==> config.mk <==
export PLATFORM = sky130hd
export DESIGN_NAME = pixel_word_writer
export DESIGN_NICKNAME = d
export VERILOG_FILES = /design/src/rtl/pixel_word_writer.sv
export SDC_FILE = /design/constraint.sdc
export NUM_CORES = 1
export LEC_CHECK = 0
export BUFFER_PORTS_ARGS = -buffer_cell sky130_fd_sc_hd__buf_2
export CAP_MARGIN = 10
export CORE_MARGIN = 2
export CORE_UTILIZATION = 36
export DETAILED_ROUTE_END_ITERATION = 8
export SYNTH_ARGS = -nofsm -noshare
export SYNTH_HDL_FRONTEND = slang
export SYNTH_SLANG_ARGS = --single-unit
==> constraint.sdc <==
create_clock -name clk -period 11.7 [get_ports clk]
set_input_delay 0.585 -clock clk [delete_from_list [all_inputs] [get_ports clk]]
set_output_delay 0.585 -clock clk [all_outputs]
set_load 0.01 [all_outputs]
==> src/rtl/pixel_word_writer.sv <==
// pixel_word_writer
//    Receives packed pixel words from the serial-to-parallel packer. Words
//    arrive as single-cycle strobes and cannot be stalled. They are buffered
//    in a small FIFO and written to frame memory over a req/ack port. Write
//    addresses are sequential within a frame.
//
// Ports
//    clk          rising-edge clock
//    rst_n        asynchronous active-low reset
//    frame_start  one-cycle pulse: arm a new frame (also aborts a running one)
//    din/din_vld  packed word and its qualifying strobe
//    wr_req       memory write request, held until wr_ack
//    wr_addr      write word address (BASE_ADDR + words written, wraps)
//    wr_data      write data
//    wr_ack       memory accepts the pending request this cycle
//    frame_done   one-cycle pulse after the last word of the frame is acked
//    busy         a frame is armed and not yet complete
//    overflow     sticky: a word was dropped because the FIFO was full
//    level        FIFO occupancy, 0..DEPTH
module pixel_word_writer #(
   parameter int DATA_W      = 32,
   parameter int DEPTH       = 8,
   parameter int ADDR_W      = 16,
   parameter int FRAME_WORDS = 1200,
   parameter int BASE_ADDR   = 0
) (
   input  logic                   clk,
   input  logic                   rst_n,
   input  logic                   frame_start,
   input  logic [DATA_W-1:0]      din,
   input  logic                   din_vld,
   output logic                   wr_req,
   output logic [ADDR_W-1:0]      wr_addr,
   output logic [DATA_W-1:0]      wr_data,
   input  logic                   wr_ack,
   output logic                   frame_done,
   output logic                   busy,
   output logic                   overflow,
   output logic [$clog2(DEPTH):0] level
);

   localparam int PTR_W = $clog2(DEPTH);
   localparam int LVL_W = PTR_W + 1;
   // One extra bit so a frame of exactly 2^ADDR_W words can be counted.
   localparam int CNT_W = ADDR_W + 1;

   localparam logic [ADDR_W-1:0] BASE      = ADDR_W'(BASE_ADDR);
   localparam logic [CNT_W-1:0]  FRAME_CNT = CNT_W'(FRAME_WORDS);
   localparam logic [LVL_W-1:0]  FULL_LVL  = LVL_W'(DEPTH);

   typedef enum logic [1:0] {S_IDLE, S_RUN, S_ACK} state_t;

   state_t              state_q, state_d;

   logic                wr_req_q, wr_req_d;
   logic [ADDR_W-1:0]   wr_addr_q, wr_addr_d;
   logic [DATA_W-1:0]   wr_data_q, wr_data_d;
   logic                frame_done_q, frame_done_d;
   logic                busy_q, busy_d;
   logic                overflow_q, overflow_d;

   logic [PTR_W-1:0]    wr_ptr_q, wr_ptr_d;
   logic [PTR_W-1:0]    rd_ptr_q, rd_ptr_d;
   logic [LVL_W-1:0]    level_q, level_d;
   logic [CNT_W-1:0]    acc_cnt_q, acc_cnt_d;
   logic [CNT_W-1:0]    wr_cnt_q, wr_cnt_d;

   // head_q is the registered read port of the FIFO storage. head_ok_q says
   // that head_q holds the entry currently at rd_ptr_q.
   logic [DATA_W-1:0]   fifo_mem [DEPTH];
   logic [DATA_W-1:0]   head_q;
   logic                head_ok_q, head_ok_d;

   logic                active;
   logic                full;
   logic                want_push;
   logic                push;
   logic                pop;
   logic                drop;
   logic                last_word;

   // ---------------------------------------------------------------
   // FIFO control terms
   // ---------------------------------------------------------------
   always_comb begin
      active    = (state_q != S_IDLE);
      full      = (level_q == FULL_LVL);
      pop       = (state_q == S_ACK) && wr_req_q && wr_ack && !frame_start;
      // Words past the frame length are discarded without flagging overflow.
      want_push = active && din_vld && !frame_start && (acc_cnt_q < FRAME_CNT);
      push      = want_push && (!full || pop);
      drop      = want_push && full && !pop;
      last_word = ((wr_cnt_q + CNT_W'(1)) == FRAME_CNT);
   end

   // ---------------------------------------------------------------
   // FSM: state register
   // ---------------------------------------------------------------
   always_ff @(posedge clk or negedge rst_n) begin
      if (!rst_n) begin
         state_q <= S_IDLE;
      end else begin
         state_q <= state_d;
      end
   end

   // ---------------------------------------------------------------
   // FSM: next state
   // ---------------------------------------------------------------
   always_comb begin
      state_d = state_q;
      if (frame_start) begin
         state_d = S_RUN;
      end else begin
         case (state_q)
            S_IDLE:  state_d = S_IDLE;
            S_RUN:   if (head_ok_q) state_d = S_ACK;
            S_ACK:   if (pop) state_d = last_word ? S_IDLE : S_RUN;
            default: state_d = S_IDLE;
         endcase
      end
   end

   // ---------------------------------------------------------------
   // FSM outputs and datapath next values
   // ---------------------------------------------------------------
   always_comb begin
      wr_req_d     = wr_req_q;
      wr_addr_d    = wr_addr_q;
      wr_data_d    = wr_data_q;
      frame_done_d = 1'b0;
      busy_d       = busy_q;
      overflow_d   = overflow_q | drop;
      wr_ptr_d     = wr_ptr_q;
      rd_ptr_d     = rd_ptr_q;
      acc_cnt_d    = acc_cnt_q;
      wr_cnt_d     = wr_cnt_q;
      level_d      = level_q;
      // head_q is only trusted when the entry existed before this edge and
      // rd_ptr_q is not moving on it.
      head_ok_d    = (level_q != '0) && !pop && !frame_start;

      if (push) begin
         wr_ptr_d  = wr_ptr_q + PTR_W'(1);
         acc_cnt_d = acc_cnt_q + CNT_W'(1);
      end

      case ({push, pop})
         2'b10:   level_d = level_q + LVL_W'(1);
         2'b01:   level_d = level_q - LVL_W'(1);
         default: level_d = level_q;
      endcase

      if (state_q == S_RUN && head_ok_q) begin
         wr_req_d  = 1'b1;
         wr_data_d = head_q;
      end

      if (pop) begin
         rd_ptr_d  = rd_ptr_q + PTR_W'(1);
         wr_cnt_d  = wr_cnt_q + CNT_W'(1);
         wr_addr_d = wr_addr_q + ADDR_W'(1);
         wr_req_d  = 1'b0;
         if (last_word) begin
            frame_done_d = 1'b1;
            busy_d       = 1'b0;
            wr_addr_d    = BASE;
         end
      end

      // A new frame overrides everything, including a pending request.
      if (frame_start) begin
         wr_req_d     = 1'b0;
         wr_addr_d    = BASE;
         frame_done_d = 1'b0;
         busy_d       = 1'b1;
         overflow_d   = 1'b0;
         wr_ptr_d     = '0;
         rd_ptr_d     = '0;
         level_d      = '0;
         acc_cnt_d    = '0;
         wr_cnt_d     = '0;
      end
   end

   // ---------------------------------------------------------------
   // Datapath registers
   // ---------------------------------------------------------------
   always_ff @(posedge clk or negedge rst_n) begin
      if (!rst_n) begin
         wr_req_q     <= 1'b0;
         wr_addr_q    <= BASE;
         wr_data_q    <= '0;
         frame_done_q <= 1'b0;
         busy_q       <= 1'b0;
         overflow_q   <= 1'b0;
         wr_ptr_q     <= '0;
         rd_ptr_q     <= '0;
         level_q      <= '0;
         acc_cnt_q    <= '0;
         wr_cnt_q     <= '0;
         head_ok_q    <= 1'b0;
      end else begin
         wr_req_q     <= wr_req_d;
         wr_addr_q    <= wr_addr_d;
         wr_data_q    <= wr_data_d;
         frame_done_q <= frame_done_d;
         busy_q       <= busy_d;
         overflow_q   <= overflow_d;
         wr_ptr_q     <= wr_ptr_d;
         rd_ptr_q     <= rd_ptr_d;
         level_q      <= level_d;
         acc_cnt_q    <= acc_cnt_d;
         wr_cnt_q     <= wr_cnt_d;
         head_ok_q    <= head_ok_d;
      end
   end

   // FIFO storage: no reset so it maps onto RAM with a registered read.
   always_ff @(posedge clk) begin
      if (push) begin
         fifo_mem[wr_ptr_q] <= din;
      end
      head_q <= fifo_mem[rd_ptr_q];
   end

   assign wr_req     = wr_req_q;
   assign wr_addr    = wr_addr_q;
   assign wr_data    = wr_data_q;
   assign frame_done = frame_done_q;
   assign busy       = busy_q;
   assign overflow   = overflow_q;
   assign level      = level_q;

endmodule
[Word level (Yosys, flattened, before mapping)]
Memories as Yosys holds them, arrays and structs flattened. A register that Yosys moved wholly into a read port is not among the register bits.
Index checks and enable logic that the tools add are counted.
W data, S select, Z words.
Word-level totals
  bits in registers: 99
  bits in latches: 0
  RAM bits: 256
  memory bits (read-only): 0
  output and inout bits: 56
  memories kept: 1
Cells by class
  add/sub/neg operators: 7
  $mul: 0
  div/mod/pow operators: 0
  order comparisons: 1
  eq/ne operators: 8
  shift operators: 0
  muxes and demuxes: 30
  bitwise operators: 1
  reduce and logical (&&, ||, !) cells: 25
Memory list
  fifo_mem: depth 8, bits a word 32, read ports 1, clocked after memory_dff 1, write ports 1, RTL line 70  | logic [DATA_W-1:0] fifo_mem [DEPTH];
Operators with widths (number)
  $mux W17: 4
  $mux W16: 3
  $add A17 B1 Y17 const B: 2
  $eq A17 B11 Y1 const B: 1
  $lt A17 B11 Y1 const B: 1
  $add A16 B1 Y16 const B: 1
  $mux W1: 13
  $logic_and A1 B1 Y1: 12
  $mux W3: 4
  $pmux W4 S2: 1
  $reduce_bool A2 Y1: 4
  $add A3 B1 Y3 const B: 2
  $mux W2: 3
  $ne A3 B3 Y1 const B: 2
  $reduce_bool A3 Y1: 2
  $add A4 B1 Y4 const B: 1
  $eq A2 B1 Y1 const B: 2
  $eq A2 B2 Y1 const B: 2
  $eq A4 B4 Y1 const B: 1
  $mux W4: 1
  $pmux W2 S2: 1
  $reduce_and A2 Y1: 2
  $reduce_bool A4 Y1: 1
  $sub A4 B1 Y4 const B: 1
  3 further kinds: 5

[Logic depth before layout (Yosys ltp)]
  word-level depth: 9
  gate-level depth with buffers: 10

[Least setup slack after synthesis]
No wires, ideal clock.
  kind: input to register
  start point: in frame_start
  end point: mem fifo_mem[2][0] (enable)
  library setup time: 513 ps
  arrival time: 4945 ps
  required time: 11187 ps
  setup slack: 6242 ps
  stages on the path: 5
  buffers on the path: 0
  cells stage by stage: nor4b_1 > o211ai_1 > a21oi_2 > nand2b_1 > nor4b_1
Between the ends
  word-level cells in the longest chain between the ends: 6
  elaborated cells on any way between the ends: 8
  classes of those cells: mux: 2; reduce/logical: 6
RTL lines
  start: declaration: RTL line 29  | input logic frame_start,
  $logic_not A1 Y1 (*): RTL line 88, 90
  $logic_and A1 B1 Y1 (on tied branches): RTL line 90, 88
  $logic_and A1 B1 Y1 / $logic_or A1 B1 Y1 (equally long branches): RTL line 90, 91
  $logic_and A1 B1 Y1 (*): RTL line 91  | push = want_push && (!full || pop);
  $mux W1 (*): RTL line 221  | if (push) begin
  $mux W1 (not written as such) (*): RTL line 222  | fifo_mem[wr_ptr_q] <= din;
  end: declaration: RTL line 70
Every way passes the cells marked *; elsewhere a longest branch is shown, timed or not.

[Final worst setup path]
  start point: in frame_start
  end point: mem fifo_mem[7][30] (enable)
Same word-level chain as after synthesis.

==> out/metrics.csv <==
stage,metric,value,unit
cells_and_area,final_common_cell,edfxtp_1,
floorplanning,num_rows,75,
routing,first_pass_iters,4,
worst_setup_path,cp_top_family,simple AND/OR/NAND/NOR gates,
hold_path,hold_path_class,primary input to async pin,
worst_setup_path,slowest_stage,nor2_4,
floorplanning,fp.dieW,209,µm
synthesis,syn_area_per_cell,18.2,µm²
cells_and_area,synthToLayoutAreaGrowth,16.4,%
timing,finalWorstSetupSlack,8.40,ns
clock_tree,htree_levels,2,
power,p_per_area,180,mW/mm²
place,place_area,0.0162,mm²
routing,routed_wl,28800,µm
routing,avgRoutedWirePerCell,19.0,µm
timing,clock_skew,0.0217,ns
routing,vias,7546,
worst_setup_path,crit_required,11.85,ns
clock_tree,ctsHoldBuffers,0,
worst_setup_path,worst-setup-path-type,primary input to flip-flop,
global_routing,grt_overflow,0,
power,power_leakage,6.20,nW
synthesis,syn_nets,877,
cells_and_area,instances_no_fill,1514,
global_routing,antenna_found_initial,5,
synthesis,yosysWarnings,0,
timing,setup_violations,0,
worst_setup_path,cp.buffers_inverters,2,
clock_tree,cts_tree,done,
timing,worst_pin_slew,1.08,ns
clock_tree,postCtsSetupBuffers,0,
synthesis,synth-edff-count,256,
timing,slew_headroom,0.275,
place,routabilityCongestion,0.767,
synthesis,synth_area_leaders,"edfxtp_1, dfrtp_1, mux4_2",
cells_and_area,drive_gt1_frac,0.344,
timing,fin_crit,3.30,ns
floorplanning,dieArea,0.0436,mm²
timing,finalHoldViolCount,0,
worst_setup_path,end_kind,flip-flop,
clock_tree,cts_resized,0,
cells_and_area,fin_area,0.0176,mm²
clock_tree,clockBufferDepth,3,
cells_and_area,layout_common_cells,"edfxtp_1, dfrtp_1, buf_2, mux4_2, mux2_2",
outcome,status,finished clean,
routing,post-route-drc-count,0,
synthesis,synth_top_area_frac,0.509,
synthesis,synth_area_leader_cell,edfxtp_1,
worst_setup_path,crit_path_max_fanout,69,
power,ir_drop,117,µV
place,pre_cts_ws,7.77,ns
timing,fmax,303,MHz
synthesis,synth_ff_type,edfxtp_1,
synthesis,ys_seq_elements,387,
floorplanning,start_util,0.362,
cells_and_area,finalNetCount,988,
clock_tree,cts-buffers-inserted,40,
synthesis,ys_types,68,
global_routing,grt_usage,0.134,
job,cap_violations,0,
global_routing,grt_max_degree,70,
clock_tree,cts_num_sinks,387,
floorplanning,core,0.0417,mm²
routing,ant_nets,0,
routing,vias_per_cell,4.98,
worst_setup_path,cp_slowest_stage_delay,0.89,ns
worst_setup_path,setup.worst_path.start_class,primary input,
synthesis,synthCells,832,
place,dp_cells,1440,
synthesis,synth_async_sr_flop_share,0.256,
timing,post-route-period-util,0.282,
routing,dr.first_iter.drc_count,453,
floorplanning,die-height,209,µm
timing,rsz0062_at_grt,no,
global_routing,grt_pass1_wl,45400,µm
worst_setup_path,arrival,3.45,ns
timing,fin_tns_setup,0,ns
floorplanning,ios,93,
synthesis,synth_area,0.0151,mm²
cells_and_area,nFillCells,3720,
place,io_buffer_count,92,
worst_setup_path,crit_chain,"buf_2, buf_4, nor4b_1, o211ai_1, a211oi_4, nand2_1, nor2_4",
clock_tree,clockRootBuffer,clkbuf_16,
global_routing,grt_pass1_vias,7666,
place,place_hpwl,16000,µm
timing,slew_viol_final,0,
clock_tree,clk_pin_slew_worst_paths,0.06,ns
clock_tree,worstSkewPairLatency,0.55,ns
synthesis,seq_area_frac_synth,0.715,
cell usage after synthesis, types with 4 or more instances:
cell type	instances
a211oi_1	4
xor2_1	25
o21ai_1	4
clkbuf_1	17
buf_2	9
inv_1	5
mux4_2	64
edfxtp_1	256
and3_1	8
and2_1	4
nor4_1	6
a21oi_1	11
nand2_1	30
nand3_1	13
nor3_1	15
dfxtp_1	32
nand4_1	11
nor2_1	42
mux2_2	64
buf_1	10
ha_1	7
xnor2_1	15
a211oi_2	9
nor2b_1	8
dfrtp_1	99
worst reg2reg max path: cells and delay by family, from the launching register on:
kind | cells | cell delay (ns)
AO/OA/AOI/OAI | 2 | 0.83
AND/OR/NAND/NOR | 3 | 1.47
flip-flops | 1 | 0.38
per-stage QoR:
stage | hold slack [ns] | power, mW | utilization
after floorplan | 0.289 | 1.77 | -
after global placement | 0.444 | 1.89 | 0.390
after detailed placement | 0.448 | 1.90 | 0.390
after CTS | 0.0515 | 3.20 | 0.422
after global routing | 0.0674 | 3.29 | 0.422
final | 0.0469 | 3.16 | 0.422
per-layer routing:
layer	routed length (µm)	vias to the layer above	global-route usage
li1	-	3477	-
met1	13300	3868	0.187
met2	13600	151	0.215
met3	1300	44	0.0286
met4	515	6	0.0379
met5	42	-	0
path summary, 6_finish.rpt:
check                                          start                         to  slack [ns]  depth (start not counted)
min in group clk                              din[3]   fifo_mem[2][3]$_DFFE_PP_        0.30                          1
setup reg to reg           acc_cnt_q[16]$_DFFE_PN0P_  fifo_mem[7][30]$_DFFE_PP_        8.63                          5
max in group asynchronous                      rst_n    rd_ptr_q[1]$_DFFE_PN0N_       10.34                          2
hold reg to reg                   head_q[17]$_DFF_P_    wr_data[17]$_DFFE_PN0P_        0.46                          1
setup / recovery                         frame_start  fifo_mem[7][30]$_DFFE_PP_        8.40                          7
hold / removal                                 rst_n    wr_data[14]$_DFFE_PN0P_        0.05                          1
flip-flops by register name, indices dropped and copies added, names as in the netlist, 4 cells and up:
| signal | cells |
|---|---|
| acc_cnt_q | 17 |
| fifo_mem | 256 |
| head_q | 32 |
| level | 4 |
| wr_addr | 16 |
| wr_cnt_q | 17 |
| wr_data | 32 |
final cells by class:
type                       instances  area [µm²]  share of cell area
sequential                       387       10800               0.615
multi-input combinational        402        4150               0.236
clock buffer                      50        1070              0.0608
tap                              539         674              0.0383
timing repair buffer             107         576              0.0327
clock inverter                    23         283              0.0161
inverter                           5        18.8             0.00107
antenna                            1        2.50            0.000142
power breakdown:
part           internal (mW)  switching (mW)  leakage [nW]
clock                  0.767           0.530         0.669
sequential              1.55          0.0443          3.87
combinational          0.128           0.140          1.65
total                   2.45           0.715          6.20
logic make-up (layout without fill, tap and decap cells):
family | Yosys count | count (layout) | synth area share
xor gates and xnor gates | 40 | 40 | 0.0232
and+or+nand+nor | 165 | 165 | 0.0605
buffers and inverters | 43 | 185 | 0.0127
other | 0 | 1 | 0
AOI/OAI and AO/OA | 58 | 58 | 0.0356
DFF | 387 | 387 | 0.715
muxes | 131 | 131 | 0.145
adders and majority gates | 8 | 8 | 0.00712
No activity file was read; power rests on OpenSTA's default activity.
